<file path="config.mk">
export PLATFORM = sky130hd
export DESIGN_NAME = lsu_mem_stage
export DESIGN_NICKNAME = d
export VERILOG_FILES = /design/src/rtl/lsu_mem_stage_pkg.sv /design/src/rtl/lsu_align.sv /design/src/rtl/lsu_mem_stage.sv
export SDC_FILE = /design/constraint.sdc
export NUM_CORES = 1
export LEC_CHECK = 0
export CAP_MARGIN = 40
export CORE_MARGIN = 3
export CORE_UTILIZATION = 43
export DETAILED_ROUTE_END_ITERATION = 6
export PLACE_DENSITY = 0.9
export SYNTH_ARGS = -nofsm -noshare
export SYNTH_HDL_FRONTEND = slang
export SYNTH_SLANG_ARGS = --single-unit
</file>
<file path="constraint.sdc">
create_clock -name clk -period 3.45 [get_ports clk]
set_input_delay 0.69 -clock clk [delete_from_list [all_inputs] [get_ports clk]]
set_output_delay 0.69 -clock clk [all_outputs]
set_load 0.005 [all_outputs]
</file>
<file path="src/rtl/lsu_mem_stage_pkg.sv">
// Shared encodings for the load/store memory stage: op-bus field ranges, opcodes,
// funct3 access sizes, FSM states and the op legality check.
package lsu_mem_stage_pkg;

  localparam int unsigned OpcodeLsb = 0;
  localparam int unsigned OpcodeMsb = 6;
  localparam int unsigned Funct3Lsb = 7;
  localparam int unsigned Funct3Msb = 9;
  localparam int unsigned Funct7Lsb = 10;
  localparam int unsigned Funct7Msb = 16;

  localparam logic [6:0] OpcLoad  = 7'b0000011;
  localparam logic [6:0] OpcStore = 7'b0100011;

  localparam logic [2:0] F3B  = 3'b000;
  localparam logic [2:0] F3H  = 3'b001;
  localparam logic [2:0] F3W  = 3'b010;
  localparam logic [2:0] F3Bu = 3'b100;
  localparam logic [2:0] F3Hu = 3'b101;

  typedef enum logic [1:0] {StIdle, StReq, StDone} lsu_state_e;

  // Opcode/funct3 legality only; alignment is checked separately by lsu_align.
  function automatic logic op_legal(input logic [6:0] opcode, input logic [2:0] funct3);
    if (opcode == OpcLoad) begin
      return funct3 inside {F3B, F3H, F3W, F3Bu, F3Hu};
    end
    if (opcode == OpcStore) begin
      return funct3 inside {F3B, F3H, F3W};
    end
    return 1'b0;
  endfunction

endpackage

</file>
<file path="src/rtl/lsu_align.sv">
// Combinational lane logic: store byte strobes and replication, load byte/half
// extraction with sign or zero extension, and the misalignment flag.
module lsu_align (
  input  logic [2:0]  funct3,
  input  logic [1:0]  addr_lo,
  input  logic [31:0] wdata,
  input  logic [31:0] mem_rdata,
  output logic [3:0]  wstrb,
  output logic [31:0] wdata_rep,
  output logic [31:0] load_val,
  output logic        misalign
);

  logic [31:0] shifted;
  logic [7:0]  byte_sel;
  logic [15:0] half_sel;
  logic        sign_ext;

  assign shifted  = mem_rdata >> {addr_lo, 3'b000};
  assign byte_sel = shifted[7:0];
  assign half_sel = addr_lo[1] ? mem_rdata[31:16] : mem_rdata[15:0];
  // funct3[2] set marks the unsigned load variants.
  assign sign_ext = ~funct3[2];

  always_comb begin
    wstrb     = 4'b0000;
    wdata_rep = 32'h0;
    load_val  = 32'h0;
    misalign  = 1'b0;
    case (funct3[1:0])
      2'b00: begin
        wstrb     = 4'b0001 << addr_lo;
        wdata_rep = {4{wdata[7:0]}};
        load_val  = {{24{sign_ext & byte_sel[7]}}, byte_sel};
      end
      2'b01: begin
        wstrb     = addr_lo[1] ? 4'b1100 : 4'b0011;
        wdata_rep = {2{wdata[15:0]}};
        load_val  = {{16{sign_ext & half_sel[15]}}, half_sel};
        misalign  = addr_lo[0];
      end
      2'b10: begin
        wstrb     = 4'b1111;
        wdata_rep = wdata;
        load_val  = mem_rdata;
        misalign  = (addr_lo != 2'b00);
      end
      default: ;
    endcase
  end

endmodule

</file>
<file path="src/rtl/lsu_mem_stage.sv">
// Memory-access stage: latches an ALU-computed address, runs one req/ready handshake
// to data memory and returns an extended load value or a store completion.
module lsu_mem_stage #(
  parameter int unsigned XLEN    = 32,
  parameter int unsigned TIMEOUT = 0
) (
  input  logic            clk,
  input  logic            rst,
  input  logic            start,
  input  logic [16:0]     op,
  input  logic [XLEN-1:0] addr,
  input  logic [XLEN-1:0] wdata,
  output logic            busy,
  output logic            done,
  output logic            err,
  output logic [XLEN-1:0] rdata,
  output logic            mem_req,
  output logic            mem_we,
  output logic [XLEN-1:0] mem_addr,
  output logic [3:0]      mem_wstrb,
  output logic [XLEN-1:0] mem_wdata,
  input  logic            mem_ready,
  input  logic [XLEN-1:0] mem_rdata
);

  import lsu_mem_stage_pkg::*;

  lsu_state_e      state_q, state_d;
  logic [2:0]      funct3_q, funct3_d;
  logic [1:0]      addr_lo_q, addr_lo_d;
  logic            is_store_q, is_store_d;
  logic [31:0]     wait_cnt_q, wait_cnt_d;
  logic            busy_d, done_d, err_d, mem_req_d, mem_we_d;
  logic [XLEN-1:0] rdata_d, mem_addr_d, mem_wdata_d;
  logic [3:0]      mem_wstrb_d;

  logic [6:0]  in_opcode;
  logic [2:0]  in_funct3;
  logic        in_legal;
  logic [2:0]  align_funct3;
  logic [1:0]  align_addr_lo;
  logic [3:0]  align_wstrb;
  logic [31:0] align_wdata;
  logic [31:0] align_load;
  logic        align_misalign;
  logic        unused_funct7;

  assign in_opcode     = op[OpcodeMsb:OpcodeLsb];
  assign in_funct3     = op[Funct3Msb:Funct3Lsb];
  assign unused_funct7 = ^op[Funct7Msb:Funct7Lsb];

  // The aligner sees the incoming op while idle and the latched op afterwards.
  assign align_funct3  = (state_q == StIdle) ? in_funct3 : funct3_q;
  assign align_addr_lo = (state_q == StIdle) ? addr[1:0] : addr_lo_q;

  lsu_align u_align (
    .funct3    (align_funct3),
    .addr_lo   (align_addr_lo),
    .wdata     (wdata),
    .mem_rdata (mem_rdata),
    .wstrb     (align_wstrb),
    .wdata_rep (align_wdata),
    .load_val  (align_load),
    .misalign  (align_misalign)
  );

  assign in_legal = op_legal(in_opcode, in_funct3) & ~align_misalign;

  always_comb begin
    state_d     = state_q;
    funct3_d    = funct3_q;
    addr_lo_d   = addr_lo_q;
    is_store_d  = is_store_q;
    wait_cnt_d  = wait_cnt_q;
    busy_d      = busy;
    done_d      = 1'b0;
    err_d       = err;
    rdata_d     = rdata;
    mem_req_d   = mem_req;
    mem_we_d    = mem_we;
    mem_addr_d  = mem_addr;
    mem_wstrb_d = mem_wstrb;
    mem_wdata_d = mem_wdata;

    unique case (state_q)
      StIdle: begin
        busy_d    = 1'b0;
        mem_req_d = 1'b0;
        if (start) begin
          funct3_d   = in_funct3;
          addr_lo_d  = addr[1:0];
          is_store_d = (in_opcode == OpcStore);
          busy_d     = 1'b1;
          if (in_legal) begin
            state_d     = StReq;
            err_d       = 1'b0;
            wait_cnt_d  = 32'd0;
            mem_req_d   = 1'b1;
            mem_we_d    = (in_opcode == OpcStore);
            mem_addr_d  = {addr[XLEN-1:2], 2'b00};
            mem_wstrb_d = (in_opcode == OpcStore) ? align_wstrb : 4'b0000;
            mem_wdata_d = (in_opcode == OpcStore) ? align_wdata : '0;
          end else begin
            state_d = StDone;
            done_d  = 1'b1;
            err_d   = 1'b1;
          end
        end
      end
      StReq: begin
        if (mem_ready) begin
          state_d   = StDone;
          done_d    = 1'b1;
          err_d     = 1'b0;
          mem_req_d = 1'b0;
          if (!is_store_q) begin
            rdata_d = align_load;
          end
        end else if ((TIMEOUT != 0) && ((wait_cnt_q + 32'd1) == TIMEOUT)) begin
          state_d   = StDone;
          done_d    = 1'b1;
          err_d     = 1'b1;
          mem_req_d = 1'b0;
        end else begin
          wait_cnt_d = wait_cnt_q + 32'd1;
        end
      end
      StDone: begin
        state_d = StIdle;
        busy_d  = 1'b0;
      end
      default: state_d = StIdle;
    endcase
  end

  always_ff @(posedge clk) begin
    if (rst) begin
      state_q    <= StIdle;
      funct3_q   <= 3'b000;
      addr_lo_q  <= 2'b00;
      is_store_q <= 1'b0;
      wait_cnt_q <= 32'd0;
      busy       <= 1'b0;
      done       <= 1'b0;
      err        <= 1'b0;
      rdata      <= '0;
      mem_req    <= 1'b0;
      mem_we     <= 1'b0;
      mem_addr   <= '0;
      mem_wstrb  <= 4'b0000;
      mem_wdata  <= '0;
    end else begin
      state_q    <= state_d;
      funct3_q   <= funct3_d;
      addr_lo_q  <= addr_lo_d;
      is_store_q <= is_store_d;
      wait_cnt_q <= wait_cnt_d;
      busy       <= busy_d;
      done       <= done_d;
      err        <= err_d;
      rdata      <= rdata_d;
      mem_req    <= mem_req_d;
      mem_we     <= mem_we_d;
      mem_addr   <= mem_addr_d;
      mem_wstrb  <= mem_wstrb_d;
      mem_wdata  <= mem_wdata_d;
    end
  end

endmodule
</file>
==> flow_summary.yaml <==
worst_setup_path:
  cp.required_ps: 3730
  cp_data_arrival_time_ps: 2990
  cp.depth: 10
  crit-reg2reg-launch: "state_q[1]"
  setup.worst_path.class: "reg -> reg"
  critPathTopFamily: "buffers and inverters"
  r2r_setup_slack_ps: 730
  critPathLaunch: "state_q[1]"
  path_common_cell: "buf_4"
  slowest_delay_ps: 470
  cp-start-kind: "flop"
  rr_endpoint: "mem_wdata[21]"
  critical_path_buf_inv_count: 3
  worstPathCellList: "nor2_2, mux2i_1, inv_1, ha_1, o311a_4, o21ai_2, buf_4, nand3_1, buf_4, o2bb2ai_1"
  path_max_fanout: 27
  end_kind: "flop"
  r2r_cells: 10
  crit_slowest_cell: "dfxtp_1"
pwr:
  clkPwrFrac_pct: 35.0
  p_per_area_nw_per_um2: 345
  p_int_mw: 1.99
  cellLeakagePower_nw: 2.66
  ir_drop_mv: 0.448
  switchingPower_uw: 746
  seqPwrFrac_pct: 47.4
  total_power_mw: 2.74
  p_sw_share_pct: 27.3
  comb_power_share_pct: 17.6
timing:
  fin_skew_ps: 6.91
  final.min_clock_period_ps: 2720
  tightest_slew_ps: 793
  maxSlewViolCount: 0
  final-hold-violation-count: 0
  relSlewSlack_pct: 47.2
  setup_tns_ps: 0
  rsz0062_at_grt: "false"
  timing.final.ws_setup_ps: 735
  fmaxAchievable_mhz: 368
  setup_viol: 0
  finalCritPeriodShare_pct: 78.7
route:
  drtPass1Iterations: 5
  top_layer_used: "met4"
  m1WireLength_um: 7430
  routed-via-count: 5967
  dr_wl_met3_um: 2150
  via_per_inst: 6.10
  post_drt_wl_per_cell_um: 19.3
  ant_nets: 0
  met2_length_um: 8950
  wl_um: 18900
  drtIter0Drc: 663
  drcViolationCount: 0
placed_design:
  portBuffers: 212
  post-place-ws_ps: 382
  hpwl_um: 13500
  place_congestion: 0.859
  place_inst: 962
clock_tree:
  htree_levels: 3
  clk_latency_ps: 360
  cts_resized: 0
  cts_setup_buffers: 0
  clock_sinks: 111
  cts-root-buf: "clkbuf_16"
  holdBufCountCts: 0
  clkTransAtPathRegs_ps: 70
  clk_path_buf_depth: 2
  cts_buffers: 9
  cts_tree: "done"
floorplan:
  die_w_um: 118
  start_util_pct: 44.4
  rows: 40
  ios: 222
  fp.dieH_um: 118
  die-area_sq_um: 14000
  core_area_sq_um: 12200
logic_synthesis:
  ys_warn_count: 0
  synthFlopType: "dfxtp_1"
  synth_seq_area_share_pct: 41.1
  async_flop_share_pct: 0
  netlist_instances: 617
  synth_edf_count: 0
  yosysUniqueCellTypes: 55
  synth_seq_cells: 111
  syn_area_per_cell_sq_um: 8.76
  netlist_area_sq_um: 5410
global_route:
  grt_pass1_wl_um: 30400
  grt_max_degree: 39
  overflow: 0
  grt_antenna_before_repair: 0
  grtUsageTotal_pct: 26.5
  grt_pass1_vias: 5603
layout:
  final_nets: 926
  diodes: 0
  multi_input_area_sq_um: 2880
  seqCellArea_sq_um: 2220
  syn_to_final_growth_pct: 46.9
  drive_gt1_share_pct: 8.89
  fin_cells: 978
  fillCellCount: 980
hold_path:
  hold_path.class: "reg -> reg"
  min_from: "busy"
  whs_endpoint: "busy"
  min_path_cells: 2
outcome:
  outcome: "finished, final reports clean"
run:
  drv_cap: 0
[synthesized netlist by cell type (15+ instances only)]
library cell	n	area, sq um
dfxtp_1	111	2220
a21oi_1	69	345
nand2_1	53	199
clkbuf_1	47	176
nand4_1	32	200
o31ai_1	31	233
o21ai_0	27	135
o2bb2ai_1	27	236
inv_1	18	67.6
and2_1	17	106
nand3_1	17	85.1
a22oi_1	16	120
a311oi_1	16	140
a221oi_1	15	131
a222oi_1	15	150
a31o_2	15	131
[logic make-up after synthesis]
kind of cell / synth area share [%]
other: 0.0694
multiplexers: 1.60
AND/OR/NAND/NOR: 16.0
adder cells (fa/ha/maj): 0.926
AO/OA/AOI/OAI: 34.4
flip-flops: 41.1
buffers and inverters: 5.97
[state kept, by name, indices dropped and copies added, names as in the netlist, 2 cells and up]
register / count
addr_lo_q: 2
state_q: 2
mem_addr: 30
mem_wstrb: 4
mem_wdata: 32
rdata: 32
funct3_q: 3
[per-stage QoR]
stage / utilization (%) / cell area (sq um) / hold slack [ps]
3_5_place_dp: 63.1 / 7670 / 448
4_1_cts: 65.3 / 7940 / 458
2_1_floorplan: - / 5410 / 434
3_3_place_gp: 63.0 / 7660 / 439
5_1_grt: 65.3 / 7940 / 471
6_report: 65.3 / 7940 / 455
[power by group through the flow]
stage	Sequential [mW]	Combinational [mW]	Clock [mW]
2_1_floorplan	1.32	0.244	0
6_report	1.30	0.482	0.958
4_1_cts	1.30	0.477	0.992
3_3_place_gp	1.33	0.465	0
3_5_place_dp	1.33	0.473	0
5_1_grt	1.30	0.520	1.03
[worst max-delay path by stage]
stage                     slack, ps            end
after floorplan                 860   mem_wdata[8]
after global placement          220      rdata[14]
after detailed placement        380  mem_wdata[21]
after CTS                       690           done
after global routing            480       rdata[7]
final                           730  mem_wdata[21]
[placed cells by master, fill, tap and decap left out, drive strengths merged, types with 16 or more instances in the layout]
master	count
clkdlybuf4s50	211
dfxtp	111
a21oi	69
nand2	54
nand4	32
o31ai	31
o21ai	31
o2bb2ai	27
buf	25
inv	19
and2	17
nand3	17
a22oi	16
a311oi	16
a31o	16
a221oi	16
[layer usage]
metal / vias to the layer above / GRT usage (%)
met2: 339 / 42.4
li1: 2785 / -
met3: 32 / 10.3
met5: - / 0
met4: 0 / 7.99
met1: 2811 / 32.9
[worst min-delay path: cells and delay by family (launching register included)]
kind | cells | cell delay [ps]
compound gates | 1 | 50
flops | 1 | 310
simple gates | 1 | 50
[area by class of cell]
| class | count | share of cell area (%) |
|---|---|---|
| multi-input cells | 428 | 36.2 |
| repair buffers | 236 | 28.9 |
| flip-flops and latches | 111 | 28.0 |
| clock buffers | 10 | 2.88 |
| well taps | 168 | 2.65 |
| inverters | 19 | 0.898 |
| clock inverters | 6 | 0.457 |
Note: power is estimated with default switching activity, not from simulation.
